$ cat config.mk
export PLATFORM = sky130hd
export DESIGN_NAME = game_session_ctrl_flat
export DESIGN_NICKNAME = d
export VERILOG_FILES = /design/src/rtl/game_session_ctrl_if.sv /design/src/rtl/game_session_ctrl.sv /design/src/flat_wrapper.sv
export SDC_FILE = /design/constraint.sdc
export NUM_CORES = 1
export LEC_CHECK = 0
export CORE_MARGIN = 1.5
export CORE_UTILIZATION = 55
export DETAILED_ROUTE_END_ITERATION = 10
export DONT_BUFFER_PORTS = 1
export GPL_ROUTABILITY_DRIVEN = 0
export GPL_TIMING_DRIVEN = 0
export PLACE_DENSITY = 0.78
export SYNTH_ARGS = -nofsm -noshare
export SYNTH_HDL_FRONTEND = slang
export SYNTH_SLANG_ARGS = --single-unit
$ cat constraint.sdc
create_clock -name clock -period 1.8 [get_ports clock]
set_input_delay 0.09 -clock clock [delete_from_list [all_inputs] [get_ports clock]]
set_output_delay 0.09 -clock clock [all_outputs]
set_load 0.01 [all_outputs]
$ cat src/rtl/game_session_ctrl_if.sv
// game_session_ctrl_if: login, round and score-table signals of the session
// sequencer. "master" is the environment (login logic, pattern logic, score
// table view); "slave" is game_session_ctrl.
// Handshake: green_user, auth_bit and user_logout are levels sampled on the
// rising clock edge in the states that accept them; round_done is a one-cycle
// strobe qualified by round_pass; round_start, win, loose and log_out are
// one-cycle strobes from registers, so they never depend combinationally on
// any input.
interface game_session_ctrl_if;
  logic       green_user;
  logic [2:0] internal_id;
  logic       auth_bit;
  logic       user_logout;
  logic       round_done;
  logic       round_pass;
  logic       round_start;
  logic [3:0] level_num;
  logic       win;
  logic       loose;
  logic       log_out;
  logic [2:0] user_id;
  logic [1:0] lives;
  logic       busy;
  logic [2:0] state_dbg;

  modport master (
    output green_user, internal_id, auth_bit, user_logout, round_done, round_pass,
    input  round_start, level_num, win, loose, log_out, user_id, lives, busy, state_dbg
  );

  modport slave (
    input  green_user, internal_id, auth_bit, user_logout, round_done, round_pass,
    output round_start, level_num, win, loose, log_out, user_id, lives, busy, state_dbg
  );
endinterface

$ cat src/rtl/game_session_ctrl.sv
// game_session_ctrl: session sequencer for the memory-tester game.
// Login -> authentication -> level rounds with settle/gap spacing -> end.
// Optional feature macro ROUND_TIMEOUT_EN: a round left unanswered for
// TIMEOUT_CYCLES cycles in PLAY counts as a failed round.
// Timing: the win/loose cycle is the first of GAP RESULT cycles, so game-over
// log_out lands GAP cycles after loose and the next round_start lands
// GAP+1+SETTLE+1 cycles after the pulse, counting both end cycles.
module game_session_ctrl #(
  parameter int MAX_LEVEL      = 5,
  parameter int MAX_LIVES      = 3,
  parameter int SETTLE         = 2,
  parameter int GAP            = 3,
  parameter int TIMEOUT_CYCLES = 1024
) (
  input  logic               clock,
  input  logic               rst,
  game_session_ctrl_if.slave sif
);

  typedef enum logic [2:0] {
    S_IDLE, S_AUTH, S_LOAD, S_SETTLE_W, S_PLAY, S_RESULT, S_END
  } state_t;

  localparam int CNT_W = 8;

  state_t           state_q, state_d;
  logic [CNT_W-1:0] cnt_q, cnt_d;
  logic [3:0]       level_q, level_d;
  logic [1:0]       lives_q, lives_d;
  logic [2:0]       user_id_q, user_id_d;
  logic             win_q, win_d;
  logic             loose_q, loose_d;
  logic             log_out_q, log_out_d;
  logic             round_start_q, round_start_d;
  logic             timeout;
  logic             in_round;
  logic             end_session;

  // States in which user_logout aborts the running round.
  assign in_round = (state_q == S_LOAD) || (state_q == S_SETTLE_W) ||
                    (state_q == S_PLAY) || (state_q == S_RESULT);

`ifdef ROUND_TIMEOUT_EN
  localparam int TMR_W = $clog2(TIMEOUT_CYCLES + 1);
  logic [TMR_W-1:0] timer_q;

  assign timeout = (timer_q == TMR_W'(TIMEOUT_CYCLES - 1));

  // Round timer: counts cycles spent in PLAY, cleared whenever PLAY is left.
  always_ff @(posedge clock) begin
    if (!rst) begin
      timer_q <= '0;
    end else if ((state_q == S_PLAY) && (state_d == S_PLAY)) begin
      timer_q <= timer_q + TMR_W'(1);
    end else begin
      timer_q <= '0;
    end
  end
`else
  assign timeout = 1'b0;
`endif

  // Next-state, session bookkeeping and registered strobe requests.
  always_comb begin
    state_d       = state_q;
    cnt_d         = cnt_q;
    level_d       = level_q;
    lives_d       = lives_q;
    user_id_d     = user_id_q;
    win_d         = 1'b0;
    loose_d       = 1'b0;
    log_out_d     = 1'b0;
    round_start_d = 1'b0;
    end_session   = 1'b0;

    case (state_q)
      S_IDLE: begin
        if (sif.green_user) begin
          user_id_d = sif.internal_id;
          state_d   = S_AUTH;
        end
      end
      S_AUTH: begin
        if (sif.user_logout) begin
          end_session = 1'b1;
        end else if (sif.auth_bit) begin
          level_d = 4'd1;
          state_d = S_LOAD;
        end
      end
      S_LOAD: begin
        cnt_d   = '0;
        state_d = S_SETTLE_W;
      end
      S_SETTLE_W: begin
        if (cnt_q == CNT_W'(SETTLE - 1)) begin
          cnt_d         = '0;
          round_start_d = 1'b1;
          state_d       = S_PLAY;
        end else begin
          cnt_d = cnt_q + CNT_W'(1);
        end
      end
      S_PLAY: begin
        if (sif.round_done || timeout) begin
          cnt_d   = '0;
          state_d = S_RESULT;
          if (sif.round_done && sif.round_pass) begin
            win_d   = 1'b1;
            level_d = (level_q == 4'(MAX_LEVEL)) ? 4'd1 : level_q + 4'd1;
          end else begin
            loose_d = 1'b1;
            lives_d = (lives_q == 2'd0) ? 2'd0 : lives_q - 2'd1;
          end
        end
      end
      S_RESULT: begin
        if (cnt_q == CNT_W'(GAP - 1)) begin
          cnt_d = '0;
          if (lives_q == 2'd0) begin
            end_session = 1'b1;
          end else begin
            state_d = S_LOAD;
          end
        end else begin
          cnt_d = cnt_q + CNT_W'(1);
        end
      end
      S_END: begin
        state_d = S_IDLE;
      end
      default: begin
        state_d = S_IDLE;
      end
    endcase

    // Logout wins over a simultaneous result: the round is dropped unscored.
    if (in_round && sif.user_logout) begin
      end_session = 1'b1;
    end

    if (end_session) begin
      state_d       = S_END;
      log_out_d     = 1'b1;
      win_d         = 1'b0;
      loose_d       = 1'b0;
      round_start_d = 1'b0;
      level_d       = 4'd0;
      lives_d       = 2'(MAX_LIVES);
      user_id_d     = 3'd0;
      cnt_d         = '0;
    end
  end

  // State and session registers with synchronous active-low reset.
  always_ff @(posedge clock) begin
    if (!rst) begin
      state_q       <= S_IDLE;
      cnt_q         <= '0;
      level_q       <= 4'd0;
      lives_q       <= 2'(MAX_LIVES);
      user_id_q     <= 3'd0;
      win_q         <= 1'b0;
      loose_q       <= 1'b0;
      log_out_q     <= 1'b0;
      round_start_q <= 1'b0;
    end else begin
      state_q       <= state_d;
      cnt_q         <= cnt_d;
      level_q       <= level_d;
      lives_q       <= lives_d;
      user_id_q     <= user_id_d;
      win_q         <= win_d;
      loose_q       <= loose_d;
      log_out_q     <= log_out_d;
      round_start_q <= round_start_d;
    end
  end

  assign sif.round_start = round_start_q;
  assign sif.level_num   = level_q;
  assign sif.win         = win_q;
  assign sif.loose       = loose_q;
  assign sif.log_out     = log_out_q;
  assign sif.user_id     = user_id_q;
  assign sif.lives       = lives_q;
  assign sif.busy        = (state_q != S_IDLE);
  assign sif.state_dbg   = state_q;

endmodule

$ cat src/flat_wrapper.sv
// flat-port wrapper written by rule: the top's interface ports become plain ports
module game_session_ctrl_flat 
#(
  parameter int MAX_LEVEL      = 5,
  parameter int MAX_LIVES      = 3,
  parameter int SETTLE         = 2,
  parameter int GAP            = 3,
  parameter int TIMEOUT_CYCLES = 1024
)
  (clock, rst, sif_green_user, sif_internal_id, sif_auth_bit, sif_user_logout, sif_round_done, sif_round_pass, sif_round_start, sif_level_num, sif_win, sif_loose, sif_log_out, sif_user_id, sif_lives, sif_busy, sif_state_dbg);
  game_session_ctrl_if sif_i ();
  input  logic clock;
  input  logic rst;
  input wire logic [$bits(sif_i.green_user)-1:0] sif_green_user;
  input wire logic [$bits(sif_i.internal_id)-1:0] sif_internal_id;
  input wire logic [$bits(sif_i.auth_bit)-1:0] sif_auth_bit;
  input wire logic [$bits(sif_i.user_logout)-1:0] sif_user_logout;
  input wire logic [$bits(sif_i.round_done)-1:0] sif_round_done;
  input wire logic [$bits(sif_i.round_pass)-1:0] sif_round_pass;
  output wire logic [$bits(sif_i.round_start)-1:0] sif_round_start;
  output wire logic [$bits(sif_i.level_num)-1:0] sif_level_num;
  output wire logic [$bits(sif_i.win)-1:0] sif_win;
  output wire logic [$bits(sif_i.loose)-1:0] sif_loose;
  output wire logic [$bits(sif_i.log_out)-1:0] sif_log_out;
  output wire logic [$bits(sif_i.user_id)-1:0] sif_user_id;
  output wire logic [$bits(sif_i.lives)-1:0] sif_lives;
  output wire logic [$bits(sif_i.busy)-1:0] sif_busy;
  output wire logic [$bits(sif_i.state_dbg)-1:0] sif_state_dbg;
  assign sif_i.green_user = sif_green_user;
  assign sif_i.internal_id = sif_internal_id;
  assign sif_i.auth_bit = sif_auth_bit;
  assign sif_i.user_logout = sif_user_logout;
  assign sif_i.round_done = sif_round_done;
  assign sif_i.round_pass = sif_round_pass;
  assign sif_round_start = sif_i.round_start;
  assign sif_level_num = sif_i.level_num;
  assign sif_win = sif_i.win;
  assign sif_loose = sif_i.loose;
  assign sif_log_out = sif_i.log_out;
  assign sif_user_id = sif_i.user_id;
  assign sif_lives = sif_i.lives;
  assign sif_busy = sif_i.busy;
  assign sif_state_dbg = sif_i.state_dbg;
  game_session_ctrl #(.MAX_LEVEL(MAX_LEVEL), .MAX_LIVES(MAX_LIVES), .SETTLE(SETTLE), .GAP(GAP), .TIMEOUT_CYCLES(TIMEOUT_CYCLES)) u_core (.clock(clock), .rst(rst), .sif(sif_i));
endmodule
# Word-level counts from Yosys, hierarchy flattened
# Index checks and enable logic that the tools add are counted.
word_totals:
  word_cells: 89
  out_inout_bits: 17
  register_bits: 24
op_classes:
  reduce_logical: 19
  eq_ne: 23
  n_bitwise: 5
  add_sub_neg: 3
  mux: 29
ops:
  columns: ["op", "count"]
  rows:
  - ["case mux 8 bit (4 select lines)", 1]
  - ["2-to-1 mux 3 bit", 8]
  - ["2-to-1 mux 8 bit", 3]
  - ["inequality test 3 x 2 -> 1 bit (second input constant)", 7]
  - ["2-to-1 mux 4 bit", 5]
  - ["case mux 3 bit (6 select lines)", 1]
  - ["inequality test 2 bit (second input constant)", 8]
  - ["AND reduction 7 bit", 2]
  - ["adder 8 x 1 -> 8 bit (second input constant)", 1]
  - ["equality test 8 x 1 -> 1 bit (second input constant)", 1]
  - ["equality test 8 x 2 -> 1 bit (second input constant)", 1]
  - ["2-to-1 mux 1 bit", 8]
  - ["case mux 4 bit (2 select lines)", 1]
  - ["equality test 3 x 2 -> 1 bit (second input constant)", 2]
  - ["equality test 3 bit (second input constant)", 2]
  - ["inverter 1 bit", 5]
  - ["AND reduction 5 bit", 1]
  - ["adder 4 x 1 -> 4 bit (second input constant)", 1]
  - ["equality test 4 x 3 -> 1 bit (second input constant)", 1]
  - ["AND reduction 2 bit", 2]
  - ["nonzero test 4 bit", 1]
  - ["OR reduction 4 bit", 1]
  - ["equality test 3 x 1 -> 1 bit (second input constant)", 1]
  - ["zero test 3 bit", 1]
  - ["11 further kinds", 14]

# Longest topological paths before layout
logic_depth:
  depth_word: 8
  mapped_depth: 7
  depth_no_buf: 7

# Worst setup path before layout
# Ideal clock, no wire load.
synth_timing:
  kind: "register to register"
  startpoint: "reg u_core.state_q[2], in the netlist u_core.sif.state_dbg[2]"
  endpoint: "reg u_core.state_q[2], in the netlist u_core.sif.state_dbg[2]"
  setup_slack_ps: -136
  t_required_ps: 1678
  t_arrival_ps: 1814
  stages_incl_launch_ff: 7
  setup_ps: 122
  path_buffers: 1
  period_less_slack_ps: 1936
  path_cell_list: "dfxtp_1 or3_2 clkbuf_1 nand3_1 o21ai_0 or4b_1 o311a_1"
synth_between:
  elab_chain_cells: 8
  word_cells_on_any_way: 22
  cone_classes: "12 x eq/ne; 4 x mux; 6 x reduce/logical"
synth_rtl:
  columns: ["element", "line", "rtl"]
  rows:
  - ["from (decl)", "game_session_ctrl.sv:26", "state_t state_q, state_d;"]
  - ["from (signal assigned)", "game_session_ctrl.sv:168", "state_q <= state_d;"]
  - ["equality test 3 x 2 -> 1 bit", "game_session_ctrl.sv:40, game_session_ctrl.sv:76", null]
  - ["logical OR 1 bit (2 in series)", "game_session_ctrl.sv:40", "assign in_round = (state_q == S_LOAD) || (state_q == S_SETTLE_W) ||"]
  - ["logical OR 1 bit", "game_session_ctrl.sv:41", "(state_q == S_PLAY) || (state_q == S_RESULT);"]
  - ["logical AND 1 bit", "game_session_ctrl.sv:138", "if (in_round && sif.user_logout) begin"]
  - ["2-to-1 mux 1 bit", "game_session_ctrl.sv:138", null]
  - ["inequality test 3 x 2 -> 1 bit (no source line)", null, null]
  - ["AND reduction 7 bit (no source line)", null, null]
# Several ways; a longest one is shown, not always the timed one.
# A chain may end at the register's enable or synchronous reset.

# Worst setup path after layout
layout_timing:
  startpoint: "reg u_core.cnt_q[2]"
  endpoint: "reg u_core.state_q[2], in the netlist u_core.sif.state_dbg[2]"
layout_between:
  elab_chain_cells: 6
  word_cells_on_any_way: 14
  cone_classes: "9 x eq/ne; 4 x mux; 1 x reduce/logical"
layout_rtl:
  columns: ["element", "line", "rtl"]
  rows:
  - ["from (decl)", "game_session_ctrl.sv:27", "logic [CNT_W-1:0] cnt_q, cnt_d;"]
  - ["from (signal assigned)", "game_session_ctrl.sv:169", "cnt_q <= cnt_d;"]
  - ["equality test 8 x 2 -> 1 bit", "game_session_ctrl.sv:118", "if (cnt_q == CNT_W'(GAP - 1)) begin"]
  - ["2-to-1 mux 1 bit", "game_session_ctrl.sv:118", null]
  - ["case mux 1 bit (2 select lines)", "game_session_ctrl.sv:76", "case (state_q)"]
  - ["2-to-1 mux 1 bit", "game_session_ctrl.sv:138", null]
  - ["inequality test 3 x 2 -> 1 bit (no source line)", null, null]
  - ["AND reduction 7 bit (no source line)", null, null]
# Several ways; a longest one is shown, not always the timed one.

==> impl_results.html <==
<table>
<tr><th>Metric</th><th>Value</th></tr>
<tr><th colspan="2">Global route</th></tr>
<tr><td>Wire length of the first global-routing pass</td><td>5.09 mm</td></tr>
<tr><td>Overall Global Routing Usage</td><td>between 20% and 30%</td></tr>
<tr><td>Via count of the first global-routing pass</td><td>around 1100</td></tr>
<tr><td>Overflow left after global routing</td><td>0</td></tr>
<tr><td>Maximum number of pins on one net before global-route repair</td><td>14</td></tr>
<tr><td>Number of antenna violations at the first check in global routing</td><td>0</td></tr>
<tr><th colspan="2">Logic synthesis</th></tr>
<tr><td>Synth warnings</td><td>0</td></tr>
<tr><td>Area fraction of the dominant cell type after synthesis</td><td>37.9%</td></tr>
<tr><td>Total of flip-flops plus latches after synthesis</td><td>24</td></tr>
<tr><td>Distinct cell type count after synthesis</td><td>45</td></tr>
<tr><td>Net count after synthesis</td><td>160</td></tr>
<tr><td>Flip-flop cell with the highest count after synthesis</td><td>dfxtp_1</td></tr>
<tr><td>Mapped cell area</td><td>roughly 1300 um^2</td></tr>
<tr><td>Sequential cell area fraction in the yosys report</td><td>a little under two fifths</td></tr>
<tr><td>Share of flip-flops with an asynchronous set or reset after synthesis</td><td>0%</td></tr>
<tr><td>Number of synthesized flops with an enable pin</td><td>0</td></tr>
<tr><td>Most used standard cell by instance count after synthesis</td><td>dfxtp_1</td></tr>
<tr><td>List of most frequent post-synthesis cells</td><td>24 x dfxtp_1, 18 x nor2_1, 8 x a21oi_1, 8 x nand2_1, 8 x nand3_1</td></tr>
<tr><td>Gate count after technology mapping</td><td>145</td></tr>
<tr><td>Largest area contributor in the netlist</td><td>dfxtp_1</td></tr>
<tr><td>Synth area leaders</td><td>dfxtp_1 38%, nor2_1 5.3%, ha_1 4.9%, a311oi_1 4.1%, mux2i_1 3.9%</td></tr>
<tr><td>Mean instance size in the synthesized netlist</td><td>a little under 9 um^2</td></tr>
<tr><th colspan="2">Drt</th></tr>
<tr><td>Ratio of routed vias to standard cells</td><td>around 6.2</td></tr>
<tr><td>Number of DRC violations after detailed routing</td><td>0</td></tr>
<tr><td>Detailed-routing iteration count for the pre-antenna-repair pass</td><td>4</td></tr>
<tr><td>Detail Route Antenna Nets</td><td>0</td></tr>
<tr><td>Mean routed wirelength per cell</td><td>17.2 um</td></tr>
<tr><td>Number of vias after detailed routing</td><td>1224</td></tr>
<tr><td>Total wire length</td><td>3.38 mm</td></tr>
<tr><td>DRC violation total after the first TritonRoute iteration</td><td>40</td></tr>
<tr><th colspan="2">Timing</th></tr>
<tr><td>Slew Limit Headroom</td><td>73.6%</td></tr>
<tr><td>Setup repair after global routing missed its margin</td><td>true</td></tr>
<tr><td>Post-route clock period utilization</td><td>103%</td></tr>
<tr><td>Max-slew violation count</td><td>0</td></tr>
<tr><td>Slew @ Worst Pin</td><td>395 ps</td></tr>
<tr><td>Final Skew</td><td>between 7 and 8 ps</td></tr>
<tr><td>Worst setup slack after layout</td><td>-62.2 ps</td></tr>
<tr><td>Final Setup Violations</td><td>3</td></tr>
<tr><td>Number of failing hold endpoints at the final stage</td><td>0</td></tr>
<tr><td>Final critical-path required period</td><td>1860 ps</td></tr>
<tr><td>WHS</td><td>14.9 ps</td></tr>
<tr><td>Top achievable clock speed</td><td>537 MHz</td></tr>
<tr><th colspan="2">Clock tree</th></tr>
<tr><td>Total clock buffers created by CTS</td><td>3</td></tr>
<tr><td>Clock-pin slew on the worst setup and hold paths</td><td>about 130 ps</td></tr>
<tr><td>Maximum buffer depth of the clock tree</td><td>2</td></tr>
<tr><td>Clock root cell</td><td>clkbuf_4</td></tr>
<tr><td>Max H-tree Level</td><td>1</td></tr>
<tr><td>Clk sinks</td><td>24</td></tr>
<tr><td>Clock latency at the later pin of the worst-skew pair</td><td>330 ps</td></tr>
<tr><td>TritonCTS clock tree</td><td>yes</td></tr>
<tr><th colspan="2">Pwr</th></tr>
<tr><td>Power per cell area</td><td>~1200 nW/um^2</td></tr>
<tr><td>Leakage power</td><td>0.625 nW</td></tr>
<tr><td>Maximum vdd ir drop</td><td>slightly above 0.0007 V</td></tr>
<tr><th colspan="2">Run</th></tr>
<tr><td>Max_cap viols</td><td>0</td></tr>
<tr><th colspan="2">Setup path</th></tr>
<tr><td>Worst Reg2Reg Path Length in Cells</td><td>5</td></tr>
<tr><td>Endpoint arrival time on the critical path</td><td>2090 ps</td></tr>
<tr><td>Highest fanout seen on the critical path</td><td>5</td></tr>
<tr><td>Critical path, cell by cell</td><td>nor4_4 &gt; nand3_1 &gt; a32o_2 &gt; or4b_1 &gt; o311a_1</td></tr>
<tr><td>Origin of the critical flop-to-flop path</td><td>u_core.cnt_q[2]</td></tr>
<tr><td>Critical Path Start Type</td><td>register</td></tr>
<tr><td>R2R setup slack</td><td>-60 ps</td></tr>
<tr><td>Library cell contributing the largest single delay on the critical path</td><td>or4b_1</td></tr>
<tr><td>Required time reported for the critical path endpoint</td><td>between 2000 and 2500 ps</td></tr>
<tr><td>Kind of end point of the critical path</td><td>register</td></tr>
<tr><td>Stage delay of the slowest cell on the critical path</td><td>470 ps</td></tr>
<tr><td>FF-to-FF End</td><td>u_core.sif.state_dbg[2]</td></tr>
<tr><td>CP Class</td><td>register to register</td></tr>
<tr><th colspan="2">Die</th></tr>
<tr><td>Core region area</td><td>2190 um^2</td></tr>
<tr><td>Chip Width</td><td>51.0 um</td></tr>
<tr><td>Floorplan row count</td><td>17</td></tr>
<tr><td>Full die area</td><td>2600 um^2</td></tr>
<tr><td>Starting utilization of the core area</td><td>57.9%</td></tr>
<tr><td>Num ports</td><td>27</td></tr>
<tr><td>Die span in y</td><td>51.0 um</td></tr>
<tr><th colspan="2">Final layout</th></tr>
<tr><td>Synth-to-Final Area Change</td><td>28.9%</td></tr>
<tr><td>Share of the core filled with cells in the final layout</td><td>approximately three quarters</td></tr>
<tr><td>Ratio of cells with drive above 1 in the final layout</td><td>31.5%</td></tr>
<tr><td>Final cell area excluding filler cells</td><td>1630 um^2</td></tr>
<tr><td>Nets@finish</td><td>184</td></tr>
<tr><td>Diodes inserted</td><td>0</td></tr>
<tr><td>Final Instance Count excl. Fillers</td><td>196</td></tr>
<tr><th colspan="2">Worst hold path</th></tr>
<tr><td>Min-Delay Path Depth</td><td>2</td></tr>
<tr><td>Min-Delay Path Class</td><td>primary input to register</td></tr>
<tr><td>Beginning of the worst hold path</td><td>sif_round_done</td></tr>
<tr><td>Endpoint of the worst hold-timing path</td><td>u_core.sif.loose</td></tr>
<tr><th colspan="2">Place</th></tr>
<tr><td>Area after DPL</td><td>1340 um^2</td></tr>
<tr><td>Instance count after placement with tap cells included</td><td>173</td></tr>
<tr><td>Port Buffer Count</td><td>0</td></tr>
<tr><td>Post-detail-place hpwl</td><td>approximately 2 mm</td></tr>
<tr><th colspan="2">Outcome</th></tr>
<tr><td>Outcome</td><td>complete, but fails checks</td></tr>
<tr><td>Violated checks</td><td>setup timing</td></tr>
</table>
flip-flops by register name (all words and copies together) (netlist names):
register	flops
u_core.cnt_q	8
u_core.sif.level_num	4
u_core.sif.state_dbg	3
u_core.sif.user_id	3
u_core.sif.lives	2
u_core.sif.log_out	1
u_core.sif.loose	1
u_core.sif.round_start	1
u_core.sif.win	1
worst max path at each step:
stage / start / to
6_report: u_core.cnt_q[2] / u_core.sif.state_dbg[2]
5_1_grt: u_core.cnt_q[2] / u_core.sif.state_dbg[2]
4_1_cts: u_core.sif.state_dbg[2] / u_core.sif.level_num[3]
3_5_place_dp: u_core.sif.state_dbg[1] / u_core.sif.level_num[3]
3_3_place_gp: u_core.sif.state_dbg[1] / u_core.sif.level_num[3]
2_1_floorplan: u_core.sif.state_dbg[0] / u_core.sif.level_num[3]
metrics by stage:
stage | setup TNS (ps) | power, mW | setup WS [ps]
3_3_place_gp | -1340 | 1.37 | -207
5_1_grt | -1610 | 2.06 | -144
4_1_cts | -149 | 1.79 | -80.9
3_5_place_dp | -2140 | 1.39 | -238
2_1_floorplan | 0 | 1.26 | 12.8
6_report | -137 | 1.95 | -62.2
cell families after synthesis:
logic type	share of synthesized area, %
and+or+nand+nor	27.7
adders and majority gates	4.94
buffers and inverters	5.13
DFF	37.9
muxes	3.95
AOI/OAI and AO/OA	20.3
routing by layer:
metal  global-route usage (%)  up-vias  routed length (um)  share of wire [%]
met1                     31.6      596                1420                 42
met2                     43.7       42                1690                 50
met4                     14.0        0                  95                2.8
met5                        0        -                   0                  0
met3                     5.26       10                 176                5.2
li1                         -      576                   -                  -
placed cells by master (no fill, tap or decap), types with 5 or more instances in the layout:
cell,n
nor2_1,18
dfxtp_1,18
buf_4,16
nand2_1,8
a21oi_1,7
inv_1,6
nand3_1,6
dlygate4sd3_1,6
mux2i_1,5
nand2b_1,5
a311oi_1,5
ha_1,5
what timing repair did:
item / CTS / global route
pin swaps: 2 / 16
hold endpoints to repair: 8 / 1
hold buffers: 6 / 1
setup buffers: 8 / 5
setup endpoints to repair: 22 / 22
resized for setup: 8 / 24
critical path, delay by kind of cell (launching register included):
| family | cells | cell delay (ps) |
|---|---|---|
| flops | 1 | 390 |
| simple gates | 3 | 930 |
| compound gates | 2 | 450 |
cell type report:
class                   count  area [um^2]
multi-input cells         108          817
clock buffers               4         36.3
flip-flops and latches     24          498
inverters                   6         22.5
well taps                  28         35.0
repair buffers             19          158
plain buffers               7         67.6
fillers                   172          557
report_power, final:
part / internal (mW) / switching (mW) / total (mW)
clock network: 0.124 / 0.167 / 0.291
registers: 0.599 / 0.0923 / 0.691
logic: 0.474 / 0.489 / 0.963
(Power assumes the default switching activity.)
